File: src/rtl/ip_codma_data_fifo_mc_if.sv
`default_nettype none
// +--------------------------------------------------------------------------+
// | ip_codma_data_fifo_mc_if : port bundle of the multi-channel CODMA FIFO   |
// | Revision: 1.0                                                            |
// +--------------------------------------------------------------------------+
interface ip_codma_data_fifo_mc_if #(
   parameter int DATA_W = 32,
   parameter int DEPTH  = 8,
   parameter int NUM_CH = 2
);
   localparam int CH_W  = (NUM_CH > 1) ? $clog2(NUM_CH) : 1;
   localparam int CNT_W = $clog2(DEPTH) + 1;

   logic                      wr_valid_i;
   logic [CH_W-1:0]           wr_ch_i;
   logic [DATA_W-1:0]         wr_data_i;
   logic                      wr_ready_o;
   logic                      stat_valid_i;
   logic [CH_W-1:0]           stat_ch_i;
   logic [DATA_W-1:0]         stat_data_i;
   logic [CH_W-1:0]           rd_ch_i;
   logic                      rd_pop_i;
   logic [DATA_W-1:0]         rd_data_o;
   logic                      rd_valid_o;
   logic [NUM_CH-1:0]         flush_i;
   logic                      err_clr_i;
   logic [NUM_CH*CNT_W-1:0]   count_o;
   logic [NUM_CH-1:0]         almost_full_o;
   logic                      stat_ovf_err_o;
   logic                      udf_err_o;
   logic [NUM_CH*CNT_W-1:0]   hwm_o;

   modport master (
      output wr_valid_i, wr_ch_i, wr_data_i, stat_valid_i, stat_ch_i, stat_data_i,
             rd_ch_i, rd_pop_i, flush_i, err_clr_i,
      input  wr_ready_o, rd_data_o, rd_valid_o, count_o, almost_full_o,
             stat_ovf_err_o, udf_err_o, hwm_o
   );

   modport slave (
      input  wr_valid_i, wr_ch_i, wr_data_i, stat_valid_i, stat_ch_i, stat_data_i,
             rd_ch_i, rd_pop_i, flush_i, err_clr_i,
      output wr_ready_o, rd_data_o, rd_valid_o, count_o, almost_full_o,
             stat_ovf_err_o, udf_err_o, hwm_o
   );
endinterface
`default_nettype wire

File: src/rtl/ip_codma_data_fifo_mc.sv
`default_nettype none
// +--------------------------------------------------------------------------+
// | ip_codma_data_fifo_mc : per-channel read-phase data FIFOs with status     |
// | insert; high-water marks built only with CODMA_FIFO_HWM_EN. Rev 1.0       |
// +--------------------------------------------------------------------------+
module ip_codma_data_fifo_mc #(
   parameter int DATA_W    = 32,
   parameter int DEPTH     = 8,
   parameter int NUM_CH    = 2,
   parameter int AF_THRESH = 6
) (
   input  wire logic               clk_i,
   input  wire logic               reset_i,
   ip_codma_data_fifo_mc_if.slave  fifo
);
   localparam int CH_W  = (NUM_CH > 1) ? $clog2(NUM_CH) : 1;
   localparam int CNT_W = $clog2(DEPTH) + 1;
   localparam int IDX_W = CNT_W - 1;

   logic [DATA_W-1:0] r_mem [NUM_CH][DEPTH];
   logic [CNT_W-1:0]  r_wp  [NUM_CH];
   logic [CNT_W-1:0]  r_rp  [NUM_CH];
   logic [CNT_W-1:0]  r_cnt [NUM_CH];
   logic [NUM_CH-1:0] r_af;
   logic              r_ovf;
   logic              r_udf;

   logic [NUM_CH-1:0] w_full, w_empty, w_push, w_pop;
   logic [CNT_W-1:0]  w_cnt_nxt [NUM_CH];
   logic [DATA_W-1:0] w_push_data, w_head;
   logic w_full_wr, w_flush_wr, w_full_st, w_flush_st, w_flush_rd;
   logic w_wr_ready, w_stat_ok, w_wr_ok, w_rd_valid, w_ovf_set, w_udf_set;

   always_comb begin
      w_full_wr  = 1'b0;
      w_flush_wr = 1'b0;
      w_full_st  = 1'b0;
      w_flush_st = 1'b0;
      w_flush_rd = 1'b0;
      w_rd_valid = 1'b0;
      w_head     = '0;
      w_full     = '0;
      w_empty    = '0;
      w_push     = '0;
      w_pop      = '0;
      for (int n = 0; n < NUM_CH; n++) begin
         w_full[n]  = (r_cnt[n] == CNT_W'(DEPTH));
         w_empty[n] = (r_cnt[n] == '0);
         if (fifo.wr_ch_i == CH_W'(n)) begin
            w_full_wr  = w_full[n];
            w_flush_wr = fifo.flush_i[n];
         end
         if (fifo.stat_ch_i == CH_W'(n)) begin
            w_full_st  = w_full[n];
            w_flush_st = fifo.flush_i[n];
         end
         if (fifo.rd_ch_i == CH_W'(n)) begin
            w_rd_valid = !w_empty[n];
            w_flush_rd = fifo.flush_i[n];
            w_head     = r_mem[n][r_rp[n][IDX_W-1:0]];
         end
      end

      // Status words take the single write port ahead of read-phase data.
      w_stat_ok   = fifo.stat_valid_i && !w_full_st && !w_flush_st;
      w_ovf_set   = fifo.stat_valid_i && !w_stat_ok;
      w_wr_ready  = !fifo.stat_valid_i && !w_full_wr && !w_flush_wr;
      w_wr_ok     = fifo.wr_valid_i && w_wr_ready;
      w_push_data = w_stat_ok ? fifo.stat_data_i : fifo.wr_data_i;
      w_udf_set   = fifo.rd_pop_i && !w_rd_valid && !w_flush_rd;

      for (int n = 0; n < NUM_CH; n++) begin
         w_push[n] = (w_stat_ok && (fifo.stat_ch_i == CH_W'(n))) ||
                     (w_wr_ok && (fifo.wr_ch_i == CH_W'(n)));
         w_pop[n]  = fifo.rd_pop_i && (fifo.rd_ch_i == CH_W'(n)) &&
                     !w_empty[n] && !fifo.flush_i[n];
         w_cnt_nxt[n] = fifo.flush_i[n] ? '0 :
                        r_cnt[n] + CNT_W'(w_push[n]) - CNT_W'(w_pop[n]);
      end
   end

   always_ff @(posedge clk_i) begin
      if (reset_i) begin
         for (int n = 0; n < NUM_CH; n++) begin
            r_wp[n]  <= '0;
            r_rp[n]  <= '0;
            r_cnt[n] <= '0;
            for (int d = 0; d < DEPTH; d++) begin
               r_mem[n][d] <= '0;
            end
         end
         r_af  <= '0;
         r_ovf <= 1'b0;
         r_udf <= 1'b0;
      end else begin
         for (int n = 0; n < NUM_CH; n++) begin
            if (fifo.flush_i[n]) begin
               r_wp[n] <= '0;
               r_rp[n] <= '0;
            end else begin
               if (w_push[n]) begin
                  r_mem[n][r_wp[n][IDX_W-1:0]] <= w_push_data;
                  r_wp[n] <= r_wp[n] + CNT_W'(1);
               end
               if (w_pop[n]) begin
                  r_rp[n] <= r_rp[n] + CNT_W'(1);
               end
            end
            r_cnt[n] <= w_cnt_nxt[n];
            r_af[n]  <= (w_cnt_nxt[n] >= CNT_W'(AF_THRESH));
         end
         // A new error event wins over a coincident clear.
         r_ovf <= (r_ovf && !fifo.err_clr_i) || w_ovf_set;
         r_udf <= (r_udf && !fifo.err_clr_i) || w_udf_set;
      end
   end

   always_comb begin
      fifo.wr_ready_o     = w_wr_ready;
      fifo.rd_valid_o     = w_rd_valid;
      fifo.rd_data_o      = w_rd_valid ? w_head : '0;
      fifo.almost_full_o  = r_af;
      fifo.stat_ovf_err_o = r_ovf;
      fifo.udf_err_o      = r_udf;
      fifo.count_o        = '0;
      for (int n = 0; n < NUM_CH; n++) begin
         fifo.count_o[n*CNT_W +: CNT_W] = r_cnt[n];
      end
   end

`ifdef CODMA_FIFO_HWM_EN
   logic [CNT_W-1:0] r_hwm [NUM_CH];

   always_ff @(posedge clk_i) begin
      if (reset_i) begin
         for (int n = 0; n < NUM_CH; n++) begin
            r_hwm[n] <= '0;
         end
      end else begin
         for (int n = 0; n < NUM_CH; n++) begin
            if (fifo.flush_i[n]) begin
               r_hwm[n] <= '0;
            end else if (w_cnt_nxt[n] > r_hwm[n]) begin
               r_hwm[n] <= w_cnt_nxt[n];
            end
         end
      end
   end

   always_comb begin
      fifo.hwm_o = '0;
      for (int n = 0; n < NUM_CH; n++) begin
         fifo.hwm_o[n*CNT_W +: CNT_W] = r_hwm[n];
      end
   end
`else
   assign fifo.hwm_o = '0;
`endif

endmodule
`default_nettype wire

File: src/flat_wrapper.sv
// flat-port wrapper written by rule: the top's interface ports become plain ports
module ip_codma_data_fifo_mc_flat 
#(
   parameter int DATA_W    = 32,
   parameter int DEPTH     = 8,
   parameter int NUM_CH    = 2,
   parameter int AF_THRESH = 6
)
  (clk_i, reset_i, fifo_wr_valid_i, fifo_wr_ch_i, fifo_wr_data_i, fifo_stat_valid_i, fifo_stat_ch_i, fifo_stat_data_i, fifo_rd_ch_i, fifo_rd_pop_i, fifo_flush_i, fifo_err_clr_i, fifo_wr_ready_o, fifo_rd_data_o, fifo_rd_valid_o, fifo_count_o, fifo_almost_full_o, fifo_stat_ovf_err_o, fifo_udf_err_o, fifo_hwm_o);
  ip_codma_data_fifo_mc_if #(.DATA_W(DATA_W), .DEPTH(DEPTH), .NUM_CH(NUM_CH)) fifo_i ();
  input  wire logic clk_i;
  input  wire logic reset_i;
  input wire logic [$bits(fifo_i.wr_valid_i)-1:0] fifo_wr_valid_i;
  input wire logic [$bits(fifo_i.wr_ch_i)-1:0] fifo_wr_ch_i;
  input wire logic [$bits(fifo_i.wr_data_i)-1:0] fifo_wr_data_i;
  input wire logic [$bits(fifo_i.stat_valid_i)-1:0] fifo_stat_valid_i;
  input wire logic [$bits(fifo_i.stat_ch_i)-1:0] fifo_stat_ch_i;
  input wire logic [$bits(fifo_i.stat_data_i)-1:0] fifo_stat_data_i;
  input wire logic [$bits(fifo_i.rd_ch_i)-1:0] fifo_rd_ch_i;
  input wire logic [$bits(fifo_i.rd_pop_i)-1:0] fifo_rd_pop_i;
  input wire logic [$bits(fifo_i.flush_i)-1:0] fifo_flush_i;
  input wire logic [$bits(fifo_i.err_clr_i)-1:0] fifo_err_clr_i;
  output wire logic [$bits(fifo_i.wr_ready_o)-1:0] fifo_wr_ready_o;
  output wire logic [$bits(fifo_i.rd_data_o)-1:0] fifo_rd_data_o;
  output wire logic [$bits(fifo_i.rd_valid_o)-1:0] fifo_rd_valid_o;
  output wire logic [$bits(fifo_i.count_o)-1:0] fifo_count_o;
  output wire logic [$bits(fifo_i.almost_full_o)-1:0] fifo_almost_full_o;
  output wire logic [$bits(fifo_i.stat_ovf_err_o)-1:0] fifo_stat_ovf_err_o;
  output wire logic [$bits(fifo_i.udf_err_o)-1:0] fifo_udf_err_o;
  output wire logic [$bits(fifo_i.hwm_o)-1:0] fifo_hwm_o;
  assign fifo_i.wr_valid_i = fifo_wr_valid_i;
  assign fifo_i.wr_ch_i = fifo_wr_ch_i;
  assign fifo_i.wr_data_i = fifo_wr_data_i;
  assign fifo_i.stat_valid_i = fifo_stat_valid_i;
  assign fifo_i.stat_ch_i = fifo_stat_ch_i;
  assign fifo_i.stat_data_i = fifo_stat_data_i;
  assign fifo_i.rd_ch_i = fifo_rd_ch_i;
  assign fifo_i.rd_pop_i = fifo_rd_pop_i;
  assign fifo_i.flush_i = fifo_flush_i;
  assign fifo_i.err_clr_i = fifo_err_clr_i;
  assign fifo_wr_ready_o = fifo_i.wr_ready_o;
  assign fifo_rd_data_o = fifo_i.rd_data_o;
  assign fifo_rd_valid_o = fifo_i.rd_valid_o;
  assign fifo_count_o = fifo_i.count_o;
  assign fifo_almost_full_o = fifo_i.almost_full_o;
  assign fifo_stat_ovf_err_o = fifo_i.stat_ovf_err_o;
  assign fifo_udf_err_o = fifo_i.udf_err_o;
  assign fifo_hwm_o = fifo_i.hwm_o;
  ip_codma_data_fifo_mc #(.DATA_W(DATA_W), .DEPTH(DEPTH), .NUM_CH(NUM_CH), .AF_THRESH(AF_THRESH)) u_core (.clk_i(clk_i), .reset_i(reset_i), .fifo(fifo_i));
endmodule
File: config.mk
export PLATFORM = sky130hd
export DESIGN_NAME = ip_codma_data_fifo_mc_flat
export DESIGN_NICKNAME = d
export VERILOG_FILES = /design/src/rtl/ip_codma_data_fifo_mc_if.sv /design/src/rtl/ip_codma_data_fifo_mc.sv /design/src/flat_wrapper.sv
export SDC_FILE = /design/constraint.sdc
export NUM_CORES = 1
export LEC_CHECK = 0
export ABC_AREA = 1
export CAP_MARGIN = 0
export CELL_PAD_IN_SITES_DETAIL_PLACEMENT = 0
export CELL_PAD_IN_SITES_GLOBAL_PLACEMENT = 1
export CORE_MARGIN = 5
export CORE_UTILIZATION = 30
export CTS_BUF_LIST = sky130_fd_sc_hd__clkbuf_4 sky130_fd_sc_hd__clkbuf_8 sky130_fd_sc_hd__clkbuf_16
export DETAILED_ROUTE_END_ITERATION = 10
export PLACE_DENSITY_LB_ADDON = 0.1
export SLEW_MARGIN = 25
export SYNTH_ARGS = -nofsm -noshare
export SYNTH_HDL_FRONTEND = slang
export SYNTH_SLANG_ARGS = --single-unit
File: constraint.sdc
create_clock -name clk_i -period 4.7 [get_ports clk_i]
set_input_delay 0.47 -clock clk_i [delete_from_list [all_inputs] [get_ports clk_i]]
set_output_delay 0.47 -clock clk_i [all_outputs]
set_load 0.005 [all_outputs]
==> report_table.html <==
<table>
<tr><th>Metric</th><th>Value</th></tr>
<tr><th colspan="2">Status</th></tr>
<tr><td>Run status</td><td>complete, no violations</td></tr>
<tr><th colspan="2">Yosys</th></tr>
<tr><td>Number of instances in the synthesized netlist</td><td>2428</td></tr>
<tr><td>Synth top area share</td><td>61.59%</td></tr>
<tr><td>Post-synth cell types</td><td>41</td></tr>
<tr><td>Seq cells post-synth</td><td>536</td></tr>
<tr><td>Most used flip-flop cell after synthesis</td><td>sky130_fd_sc_hd__edfxtp_1</td></tr>
<tr><td>Synthesized area</td><td>around 26000 sq um</td></tr>
<tr><td>Largest area contributor in the netlist</td><td>sky130_fd_sc_hd__edfxtp_1</td></tr>
<tr><td>Per-instance average area after synthesis</td><td>10.52 sq um</td></tr>
<tr><td>Yosys warnings</td><td>0</td></tr>
<tr><td>Proportion of register bits with asynchronous set or reset after synthesis</td><td>0%</td></tr>
<tr><td>Leading post-synthesis cells by instance count</td><td>sky130_fd_sc_hd__nor2_1 (755), sky130_fd_sc_hd__edfxtp_1 (524), sky130_fd_sc_hd__o21ai_0 (254)</td></tr>
<tr><td>Dominant cell by count in the synthesized netlist</td><td>sky130_fd_sc_hd__nor2_1</td></tr>
<tr><td>Number of enable-type register cells in the synthesized netlist</td><td>524</td></tr>
<tr><td>Sequential fraction of the synthesis area</td><td>62.53%</td></tr>
<tr><td>Largest cells by area after synthesis</td><td>sky130_fd_sc_hd__edfxtp_1 (62%), sky130_fd_sc_hd__nor2_1 (11%), sky130_fd_sc_hd__o21ai_0 (5.0%)</td></tr>
<tr><th colspan="2">Worst setup path</th></tr>
<tr><td>Worst setup path startpoint</td><td>u_core.r_rp[1][0]</td></tr>
<tr><td>Worst flop-to-flop path startpoint</td><td>u_core.r_cnt[0][2]</td></tr>
<tr><td>CP Max Fanout</td><td>38</td></tr>
<tr><td>Endpoint required time on the critical path</td><td>approximately 4200 ps</td></tr>
<tr><td>Count of cells along the worst register-to-register path</td><td>9</td></tr>
<tr><td>Reg-to-Reg End</td><td>u_core.r_mem[1][173]</td></tr>
<tr><td>Worst Setup Path Type</td><td>reg2out</td></tr>
<tr><td>Endpoint class of the critical path</td><td>output pin</td></tr>
<tr><td>Arrival time at the worst endpoint</td><td>3610 ps</td></tr>
<tr><td>Launching element type of the critical path</td><td>flop</td></tr>
<tr><td>R2R Setup Slk</td><td>1850 ps</td></tr>
<tr><th colspan="2">Global route</th></tr>
<tr><td>Maximum number of pins on one net before global-route repair</td><td>131</td></tr>
<tr><td>Number of global-route vias before repair</td><td>17448</td></tr>
<tr><td>Total global routing overflow</td><td>0</td></tr>
<tr><td>Number of antenna violations at the first check in global routing</td><td>0</td></tr>
<tr><td>Total routing usage reported by global routing</td><td>17.43%</td></tr>
<tr><td>Global-route wire length before repair</td><td>118300 um</td></tr>
<tr><th colspan="2">Drt</th></tr>
<tr><td>Initial DRT Pass Iterations</td><td>5</td></tr>
<tr><td>Routed wire length</td><td>80420 um</td></tr>
<tr><td>DRC errors left</td><td>0</td></tr>
<tr><td>Detailed Route Iter0 Violations</td><td>1168</td></tr>
<tr><td>Vias per cell</td><td>around 4.7</td></tr>
<tr><td>Vias</td><td>17464</td></tr>
<tr><td>Average detailed-routed wire length per instance</td><td>21.84 um</td></tr>
<tr><td>Residual antenna-violating net count after detailed routing</td><td>0</td></tr>
<tr><th colspan="2">STA</th></tr>
<tr><td>Actual transition at the worst max-transition pin</td><td>~1100 ps</td></tr>
<tr><td>Period utilization</td><td>86.85%</td></tr>
<tr><td>Worst Skew</td><td>16.36 ps</td></tr>
<tr><td># setup viols final</td><td>0</td></tr>
<tr><td>Worst path setup slack after routing</td><td>618.1 ps</td></tr>
<tr><td>Minimum clock period after layout</td><td>between 4000 and 5000 ps</td></tr>
<tr><td>Final hold violations</td><td>0</td></tr>
<tr><td>Final TNS setup</td><td>0 ps</td></tr>
<tr><td>Setup repair after global routing missed its margin</td><td>no</td></tr>
<tr><td>Max-slew violations</td><td>0</td></tr>
<tr><td>Highest achievable clock rate</td><td>0.2450 GHz</td></tr>
<tr><td>Final hold slack</td><td>363.0 ps</td></tr>
<tr><td>Headroom to the max-slew limit</td><td>27.96%</td></tr>
<tr><th colspan="2">Cells and area</th></tr>
<tr><td>Final cell count without fillers</td><td>approximately 3700</td></tr>
<tr><td>Fillers</td><td>roughly 8500</td></tr>
<tr><td>Nets</td><td>2584</td></tr>
<tr><td>Antenna diode count</td><td>0</td></tr>
<tr><td>Area growth from synthesis to layout</td><td>16.01%</td></tr>
<tr><td>Share of cells above drive strength 1</td><td>10.60%</td></tr>
<tr><th colspan="2">Placement</th></tr>
<tr><td>Routability cong.</td><td>0.7427</td></tr>
<tr><td>Worst Setup Slack post-DPL</td><td>1193 ps</td></tr>
<tr><td>Count of buffers inserted at the top-level ports</td><td>120</td></tr>
<tr><td>Placed Cells incl. Taps</td><td>3572</td></tr>
<tr><td>Half-perimeter wire length after detailed placement</td><td>a little under 50000 um</td></tr>
<tr><th colspan="2">Floorplanning</th></tr>
<tr><td>Area of the die</td><td>91100 sq um</td></tr>
<tr><td>DIE WIDTH</td><td>301.8 um</td></tr>
<tr><td>Die Span Y</td><td>301.8 um</td></tr>
<tr><td>Initial cell density of the core</td><td>a little under a third</td></tr>
<tr><td>Total number of placement rows</td><td>107</td></tr>
<tr><td># IOs</td><td>129</td></tr>
<tr><td>Area of the placeable core</td><td>~85000 sq um</td></tr>
<tr><th colspan="2">Clock network</th></tr>
<tr><td>Number of buffers created by CTS</td><td>61</td></tr>
<tr><td>Number of H-tree levels</td><td>2</td></tr>
<tr><td>Clock latency reported for the late side of the worst-skew pair</td><td>620 ps</td></tr>
<tr><td>Maximum count of clock buffers along a single path</td><td>3</td></tr>
<tr><td>CTS Hold Buffers Added</td><td>0</td></tr>
<tr><td>Clock root buffer</td><td>sky130_fd_sc_hd__clkbuf_16</td></tr>
<tr><td>Count of instances resized after the clock tree is built</td><td>0</td></tr>
<tr><td>Post-CTS Setup Inserts</td><td>0</td></tr>
<tr><td>CTS tree</td><td>done</td></tr>
<tr><td>Sink Count</td><td>536</td></tr>
<tr><td>Clock transition at the registers of the reported paths</td><td>60 ps</td></tr>
<tr><th colspan="2">Hold path</th></tr>
<tr><td>Hold Path Class</td><td>in2reg</td></tr>
<tr><td>Hold worst-path end</td><td>u_core.fifo.udf_err_o</td></tr>
<tr><td>Instance count along the most critical hold path</td><td>5</td></tr>
<tr><td>Source of the worst hold timing path</td><td>fifo_rd_ch_i</td></tr>
<tr><th colspan="2">Run</th></tr>
<tr><td>Max Cap Violations</td><td>0</td></tr>
<tr><th colspan="2">Power</th></tr>
<tr><td>Leakage power figure</td><td>0.01113 uW</td></tr>
<tr><td>Power density cells</td><td>376.9 nW/um^2</td></tr>
<tr><td>Worst vdd rail ir drop</td><td>232.9 uV</td></tr>
</table>
==> power breakdown <==
group	internal, uW	switching (uW)	total [uW]
clock	2540	1950	4490
combinational	351	832	1180
sequential	5430	62.6	5500
total	8330	2840	11200
==> cells by family (layout without fill, tap and decap cells) <==
kind of cell | Yosys count | count (layout) | synth area share [%]
flip-flops | 536 | 536 | 62.53
XOR/XNOR | 5 | 5 | 0.1714
multiplexers | 64 | 64 | 2.507
buffers and inverters | 333 | 436 | 6.827
AO/OA/AOI/OAI | 493 | 493 | 11.53
AND/OR/NAND/NOR | 978 | 978 | 15.48
adder cells (fa/ha/maj) | 18 | 18 | 0.9403
other | 1 | 8 | 0.01468
==> cell usage in the layout, fill, tap and decap left out, types with 54 or more instances in the layout <==
cell type,n
sky130_fd_sc_hd__o21ai_0,254
sky130_fd_sc_hd__buf_4,54
sky130_fd_sc_hd__edfxtp_1,524
sky130_fd_sc_hd__nor2_1,755
sky130_fd_sc_hd__clkdlybuf4s50_1,119
sky130_fd_sc_hd__inv_1,129
sky130_fd_sc_hd__mux2i_1,64
sky130_fd_sc_hd__nand2_1,149
sky130_fd_sc_hd__a21oi_1,102
sky130_fd_sc_hd__clkbuf_16,61
==> routing by layer <==
layer	track usage (%)	wire length, um	part of all wire [%]
met5	0	0	0
met3	2.196	3492	4.3
met1	23.98	36770	46
met2	29.88	38760	48
met4	3.435	1401	1.7
==> stage by stage <==
step	area, sq um	power, uW	utilization (%)
floorplan	25580	6287	-
global placement	27790	6803	32.74
detailed placement	27790	6808	32.74
CTS	29640	11320	34.92
global route	29640	11620	34.92
finish	29640	11170	34.92
==> registers in the layout, summed over array words and instances, names as in the netlist <==
name	flops
u_core.fifo.stat_ovf_err_o	1
u_core.r_cnt	8
u_core.r_mem	512
u_core.r_rp	6
u_core.fifo.udf_err_o	1
u_core.fifo.almost_full_o	2
u_core.r_wp	6
==> how the worst max path moves through the flow <==
| stage | endpoint | slack, ps | cells after the start |
|---|---|---|---|
| after floorplan | u_core.r_mem[1][0] | 2050 | 10 |
| after global routing | fifo_rd_data_o[6] | 360 | 10 |
| after CTS | fifo_rd_data_o[6] | 500 | 10 |
| after global placement | fifo_rd_data_o[6] | 1210 | 10 |
| after detailed placement | fifo_rd_data_o[6] | 1190 | 10 |
| final | fifo_rd_data_o[6] | 620 | 10 |
==> worst max-delay path, cell delays in order, from the launching register on <==
cell	delay (ps)
sky130_fd_sc_hd__edfxtp_1	440
sky130_fd_sc_hd__clkinv_2	420
sky130_fd_sc_hd__buf_4	440
sky130_fd_sc_hd__buf_4	350
sky130_fd_sc_hd__nor2_1	70
sky130_fd_sc_hd__o21ai_0	260
sky130_fd_sc_hd__o21ai_1	110
sky130_fd_sc_hd__nand2_1	70
sky130_fd_sc_hd__nand2_1	60
sky130_fd_sc_hd__a21oi_1	200
sky130_fd_sc_hd__clkdlybuf4s50_1	550
==> cell type report <==
cell class                 count  area [sq um]  area share, %
clock buffer                  80          1669          5.631
clock inverter                30         182.7         0.6163
inverter                     134         504.2          1.701
multi-input combinational   1566          7915          26.70
sequential                   536         15980          53.90
tap                         1144          1431          4.829
timing repair buffer         192          1962          6.619
(Power assumes the default switching activity.)
